===== src/rtl/issue_scoreboard.sv =====
// Issue scoreboard: holds the decoded instruction until its sources, destination
// and the single long-latency unit are free, then marks the destination busy.
module issue_scoreboard #(
    parameter int          NREG      = 128,
    parameter logic [4:0]  LONG_CODE = 5'b11111,
    parameter int          CNT_W     = 32
) (
    input  logic             clk,
    input  logic             rst,
    input  logic             dec_valid,
    input  logic [6:0]       dec_rs,
    input  logic             dec_rs_used,
    input  logic [6:0]       dec_rt,
    input  logic             dec_rt_used,
    input  logic [1:0]       dec_rw,
    input  logic [5:0]       dec_rd,
    input  logic [4:0]       dec_wait,
    input  logic             dec_stop,
    input  logic             flush,
    input  logic [1:0]       wb_rw,
    input  logic [5:0]       wb_rd,
    output logic             issue,
    output logic             stall,
    output logic             halted,
    output logic             done,
    output logic [CNT_W-1:0] stall_count
);

    logic [NREG-1:0]  w_busy;
    logic [NREG-1:0]  w_long;
    logic             r_long_busy;
    logic             r_halted;
    logic [CNT_W-1:0] r_stall_count;

    logic       w_d_valid;
    logic [6:0] w_d;
    logic       w_wb_valid;
    logic [6:0] w_wb;
    logic       w_src_haz;
    logic       w_waw_haz;
    logic       w_str_haz;
    logic       w_issue;
    logic       w_stall;
    logic       w_mark;
    logic       w_mark_long;
    logic       w_long_wb;

    always_comb begin
        w_d_valid   = (dec_rw == 2'b01) || (dec_rw == 2'b10);
        w_d         = {dec_rw == 2'b10, dec_rd};
        w_wb_valid  = (wb_rw == 2'b01) || (wb_rw == 2'b10);
        w_wb        = {wb_rw == 2'b10, wb_rd};
        w_long_wb   = w_wb_valid && w_long[w_wb];

        w_src_haz   = (dec_rs_used && w_busy[dec_rs]) || (dec_rt_used && w_busy[dec_rt]);
        w_waw_haz   = w_d_valid && w_busy[w_d];
        w_str_haz   = (dec_wait == LONG_CODE) && r_long_busy;

        // Outputs are forced low while reset is held, independent of the clock.
        w_issue     = !rst && dec_valid && !flush && !r_halted
                      && !w_src_haz && !w_waw_haz && !w_str_haz;
        w_stall     = !rst && dec_valid && !w_issue && !flush;

        // A stop marks nothing; a zero-latency result is forwarded.
        w_mark      = w_issue && !dec_stop && w_d_valid && (dec_wait != 5'd0);
        w_mark_long = (dec_wait == LONG_CODE);
    end

    assign issue       = w_issue;
    assign stall       = w_stall;
    assign halted      = r_halted;
    assign done        = !rst && r_halted && !(|w_busy);
    assign stall_count = r_stall_count;

    generate
        for (genvar gi = 0; gi < NREG; gi++) begin : g_reg
            localparam logic [6:0] LP_IDX = 7'(gi);

            logic       r_busy;
            logic       r_long;
            logic [4:0] r_cnt;
            logic       w_hit;
            logic       w_wb_hit;

            assign w_hit    = w_mark && (w_d == LP_IDX);
            assign w_wb_hit = w_long_wb && (w_wb == LP_IDX);

            // New issue marking takes priority over expiry or writeback.
            always_ff @(posedge clk or posedge rst) begin
                if (rst) begin
                    r_busy <= 1'b0;
                    r_long <= 1'b0;
                    r_cnt  <= 5'd0;
                end else if (w_hit) begin
                    r_busy <= 1'b1;
                    r_long <= w_mark_long;
                    r_cnt  <= w_mark_long ? 5'd0 : dec_wait;
                end else if (r_long) begin
                    if (w_wb_hit) begin
                        r_busy <= 1'b0;
                        r_long <= 1'b0;
                    end
                end else if (r_busy) begin
                    if (r_cnt == 5'd1) begin
                        r_busy <= 1'b0;
                        r_cnt  <= 5'd0;
                    end else begin
                        r_cnt  <= r_cnt - 5'd1;
                    end
                end
            end

            assign w_busy[gi] = r_busy;
            assign w_long[gi] = r_long;
        end
    endgenerate

    always_ff @(posedge clk or posedge rst) begin
        if (rst) begin
            r_long_busy <= 1'b0;
        end else if (w_mark && w_mark_long) begin
            r_long_busy <= 1'b1;
        end else if (w_long_wb) begin
            r_long_busy <= 1'b0;
        end
    end

    always_ff @(posedge clk or posedge rst) begin
        if (rst) begin
            r_halted <= 1'b0;
        end else if (w_issue && dec_stop) begin
            r_halted <= 1'b1;
        end
    end

    always_ff @(posedge clk or posedge rst) begin
        if (rst) begin
            r_stall_count <= '0;
        end else if (w_stall && !(&r_stall_count)) begin
            r_stall_count <= r_stall_count + CNT_W'(1);
        end
    end

endmodule


===== config.mk =====
export PLATFORM = sky130hd
export DESIGN_NAME = issue_scoreboard
export DESIGN_NICKNAME = d
export VERILOG_FILES = /design/src/rtl/issue_scoreboard.sv
export SDC_FILE = /design/constraint.sdc
export NUM_CORES = 2
export LEC_CHECK = 0
export BUFFER_PORTS_ARGS = -buffer_cell sky130_fd_sc_hd__buf_2
export CORE_UTILIZATION = 50
export CTS_CLUSTER_SIZE = 25
export DETAILED_ROUTE_END_ITERATION = 7
export GPL_TIMING_DRIVEN = 0
export PLACE_DENSITY = 0.62
export RECOVER_POWER = 25
export SLEW_MARGIN = 5
export SYNTH_ARGS = -nofsm -noshare
export SYNTH_HDL_FRONTEND = slang
export SYNTH_SLANG_ARGS = --single-unit

===== constraint.sdc =====
create_clock -name clk -period 89.9 [get_ports clk]
set_clock_uncertainty 0.05 [all_clocks]
set_input_delay 26.97 -clock clk [delete_from_list [all_inputs] [get_ports clk]]
set_output_delay 26.97 -clock clk [all_outputs]
set_load 0.02 [all_outputs]

Word level (Yosys, flattened, before mapping)
Index checks and enable logic that the tools add are counted.
Storage, ports and cells
  register bits: 930
  output and inout bits: 36
  input port bits: 42
Operators by class
  magnitude comparators: 4
  equal/unequal tests: 643
  $add $sub $neg: 129
  mux-type cells: 1547
  reductions and logical operators: 552
Operator list (number)
  5-bit two-way mux: 513
  1-bit two-way mux: 1030
  7-bit equality test (second input constant): 128
  5-bit by 1-bit equality test with 1-bit output (second input constant): 128
  5-bit by 1-bit subtractor with 5-bit output (second input constant): 128
  7-bit by 6-bit equality test with 1-bit output (second input constant): 64
  3-bit by 1-bit inequality test with 1-bit output (second input constant): 128
  1-bit logical AND: 277
  2-bit nonzero test: 129
  2-bit by 1-bit inequality test with 1-bit output (second input constant): 128
  2-bit AND reduction: 128
  7-bit by 5-bit equality test with 1-bit output (second input constant): 32
  128-bit OR reduction: 1
  7-bit by 4-bit equality test with 1-bit output (second input constant): 16
  7-bit by 3-bit equality test with 1-bit output (second input constant): 8
  32-bit by 1-bit adder with 32-bit output (second input constant): 1
  7-bit by 8-bit < comparator with 1-bit output (second input constant): 4
  32-bit AND reduction: 1
  1-bit binary-select mux with 7-bit select: 4
  7-bit by 2-bit equality test with 1-bit output (second input constant): 4
  7-bit by 1-bit equality test with 1-bit output (second input constant): 2
  7-bit logical NOT: 2
  1-bit logical NOT: 10
  5-bit equality test (second input constant): 1
  other kinds (4): 8

Logic depth before layout (Yosys ltp)
  depth in word-level cells: 14
  depth in mapped cells: 17
  mapped depth without buffers: 11

Worst setup path before layout
Ideal clock, no wire load.
  path type: input-to-output
  start: in dec_rs[1]
  end: out stall
  data arrival time: 29.520 ns
  data required time: 62.880 ns
  path buffers: 7
  stages on the path: 15
  path slack: 33.360 ns
  cell sequence: buf_2 buf_6 buf_4 buf_2 mux2i_1 a2bb2oi_1 nand3_1 o41ai_1 o21ai_0 and4_1 buf_2 buf_2 buf_2 and3_1 nor2_1
Between the ends
  longest elaborated chain between the ends: 11
RTL lines
  start, declared: line 11  | input logic [6:0] dec_rs,
  1-bit binary-select mux with 7-bit select: line 55  | w_src_haz = (dec_rs_used && w_busy[dec_rs]) || (dec_rt_used && w_busy[dec_rt]);
  1-bit two-way mux (implied by the code): line 55
  1-bit logical AND: line 55
  1-bit logical OR: line 55
  1-bit logical NOT: line 61  | && !w_src_haz && !w_waw_haz && !w_str_haz;
  1-bit logical AND (3 in series): line 61
  net issue: line 22  | output logic issue,
  1-bit logical NOT: line 62  | w_stall = !rst && dec_valid && !w_issue && !flush;
  1-bit logical AND (2 in series): line 62
  end, declared: line 23  | output logic stall,
The timed path passes the listed nets, and every way through them passes these cells. The select of a mux whose other input is x is not followed.

Worst setup path in the final report
  start: in dec_rs[0]
  end: out issue
Between the ends
  longest elaborated chain between the ends: 8
RTL lines (line)
  1-bit binary-select mux with 7-bit select: 55
  1-bit two-way mux (implied by the code): 55
  1-bit logical AND: 55
  1-bit logical OR: 55
  1-bit logical NOT: 61
  1-bit logical AND (3 in series): 61
  end, declared: 22
No other way between the ends. The select of a mux whose other input is x is not followed.

==> qor.yml <==
status: "finished with violations"
violations: "design-rule violations, max-capacitance violations, max-slew violations"
postLayoutCoreUtil: 0.5629
ys.flop_type: "dfrtp_1"
synth-async-reset-ratio: 1.000
rows: 125
crit_path_max_fanout: 10
viasPerCell: 7.048
timing.fmax_mhz: 16.87
synthTopCellsByArea: "dfrtp_1 39%, mux2i_1 7.4%, ha_1 5.5%"
p_int_uw: 954.9
dp_hpwl_um: 214000
layout_commonest_cell: "dfrtp_1"
ys_warn_count: 0
fin_crit_sh: 0.6593
p_sw_uw: 566.1
cts-root-buf: "clkbuf_16"
cts_buffers: 109
p_total_mw: 1.521
routed-via-count: 58240
cp-end-kind: "primary output"
multiInputGateArea_um2: 33260
wl_per_cell_um: 36.06
holdWs_ps: 448.1
rr_worst_depth: 9
layout_min_cycle_time_ps: 59270
yosysSeqAreaShare: 0.3943
cts_tree: "done"
hold_buffers: 0
cp-start-kind: "input port"
combPwrFrac: 0.277
setup_viol: 0
startpoint: "dec_rs[0]"
crit_family: "buffers and inverters"
core-area_um2: 116700
synth_area_leader_cell: "dfrtp_1"
clkPwrFrac: 0.308
timing.rr.start: "g_reg[81].r_busy$_DFFE_PP0P_"
crit_path_top_delay_cell: "clkbuf_1"
syn_inst: 6397
rsz0062_at_grt: "no"
worstHoldStart: "stall_count[27]$_DFFE_PP0P_"
first_iter_violations: 8625
synth_nets: 6698
drv_slew: 789
ctsHtreeMaxLevel: 3
worstPathRequired_ps: 62880
first_pass_iters: 8
die_w_um: 345.6
hold_path_class: "flop to flop"
grt_pass1_wl_um: 407200
drv_cap: 25
arrival_ps: 32250
vdd_drop_max_mv: 0.02017
routed_wl_um: 298000
antenna_found_initial: 46
crit_top_cell: "buf_2"
nets: 6903
r2r_setup_slack_ps: 84170
leakagePower_nw: 28.22
synth_top_cell_area_share: 0.3943
ctsResizeCount: 0
gp_congestion: 1.127
first_global_vias: 51980
max_stage_delay_ps: 910
crit_buf_inv: 7
synth_seq_cells: 930
fin_tns_setup_ps: 0
die-area_um2: 119400
avgSynthCellArea_um2: 9.226
pwr-share-seq: 0.415
synth_edf_count: 0
critPathKind: "input port to primary output"
area_growth_pct: 11.27
regToRegEndpoint: "g_reg[113].r_cnt[2]$_DFFE_PP0P_"
layout.cells.non_filler: 8263
die_y_um: 345.6
initial_core_util: 0.5058
worst_pin_slew_ps: 6493
drive_above_1_share: 0.1031
register_area_um2: 23270
hold_viol_final: 0
cts_setup_buffers: 0
numPortBuffers: 67
slew_headroom: -3.329
clock_sinks: 930
drc: 24
whs_path_depth: 1
placed_area_um2: 61900
io_pins: 78
synth_area_um2: 59020
ys_types: 88
grt.overflow.total: 0
powerDensity_nw_per_um2: 23.16
path_cells: "buf_2 > clkbuf_1 > clkbuf_1 > a311oi_1 > nand3_1 > o31ai_1 > o21ai_0 > and4_1 > buf_2 > buf_2 > buf_2 > and3_1 > buf_2"
switching_share: 0.3722
detail-route-antenna-nets: 0
grt_max_degree: 125
final_cell_area_um2: 65670
final_cell_mix: "930 x dfrtp_1, 543 x a21oi_1, 493 x nand2_1"
insertion_delay_ps: 770
min_to: "stall_count[27]$_DFFE_PP0P_"
clkSlewWorstSetupHoldPaths_ps: 60
dp.cells: 8015
clock_path_buffers: 3
track_usage: 0.4891
postLayoutSetupSlackWorst_ps: 30630
nFillCells: 10500
dp_slack_ps: 31110
-- cells in the mapped netlist, types with 26 or more instances --
library cell,instances
or4_1,56
inv_1,365
nor4_1,95
o221ai_1,55
nor3b_1,62
nor2_1,421
a211oi_1,36
mux2_2,57
or3_1,104
dfrtp_1,930
o21a_1,40
xor2_1,26
ha_1,259
o211ai_1,89
nand2_1,495
a211o_1,43
mux2i_1,438
nand3b_1,54
and2_1,26
nor3_1,433
clkbuf_1,166
mux4_2,101
o41ai_1,30
nor4b_1,31
a31oi_1,61
nor2b_1,167
a21oi_1,543
nand4_1,60
o21ai_0,311
nand3_1,222
nand2b_1,172
buf_2,59
-- registers in the layout (all words and copies together) (netlist names) --
name / cells
halted: 1
stall_count: 32
g.r_busy: 128
r_long_busy: 1
g.r_long: 128
g.r_cnt: 640
-- per-layer routing --
metal / GRT usage / vias up / wire (µm) / share of wire
met1: 0.6126 / 28550 / 110300 / 0.37
li1: - / 23940 / - / -
met5: 0.02161 / - / 529 / 0.0018
met4: 0.3876 / 24 / 28460 / 0.096
met3: 0.2002 / 1273 / 41930 / 0.14
met2: 0.6593 / 4456 / 116800 / 0.39
-- worst register-to-register path, stage by stage, from the launching register on --
cell and delay [ps]:
dfrtp_1 790, mux4_2 640, mux2i_1 170, nor3_1 70, nor4_1 630, o31ai_1 230
nor3_2 1020, nand2_1 1180, nor3_1 610, o221ai_1 180
-- logic make-up after synthesis --
family,after synthesis,synth area share
xor+xnor,40,0.005936
simple gates,2520,0.2282
buf+inv,632,0.04363
mux,600,0.1245
flops,930,0.3943
fa+ha+maj,259,0.05491
compound gates,1416,0.1486
-- power by group through the flow --
stage	combinational (mW)	clock [mW]	sequential, mW
after CTS	0.411	0.468	0.624
after global routing	0.466	0.484	0.639
after global placement	0.396	0	0.629
after floorplan	0.305	0	0.589
final	0.421	0.469	0.631
after detailed placement	0.409	0	0.630
-- cell type report --
class | instances | area share
Tap cell | 1524 | 0.02904
Antenna cell | 49 | 0.001867
Sequential cell | 930 | 0.3544
Clock buffer | 165 | 0.05039
Timing Repair Buffer | 94 | 0.01090
Clock inverter | 34 | 0.006764
Multi-Input combinational cell | 4835 | 0.5064
Buffer | 266 | 0.01932
Inverter | 366 | 0.02094
-- worst max path at each step --
stage / slack, ps / endpoint / depth (start not counted)
5_1_grt: 30930 / issue / 13
4_1_cts: 31090 / stall / 14
3_3_place_gp: 24720 / g_reg[12].r_cnt[4]$_DFFE_PP0P_ / 2
6_report: 30630 / issue / 13
3_5_place_dp: 31110 / issue / 13
2_1_floorplan: 33360 / stall / 15
Note: power is estimated with default switching activity, not from simulation.
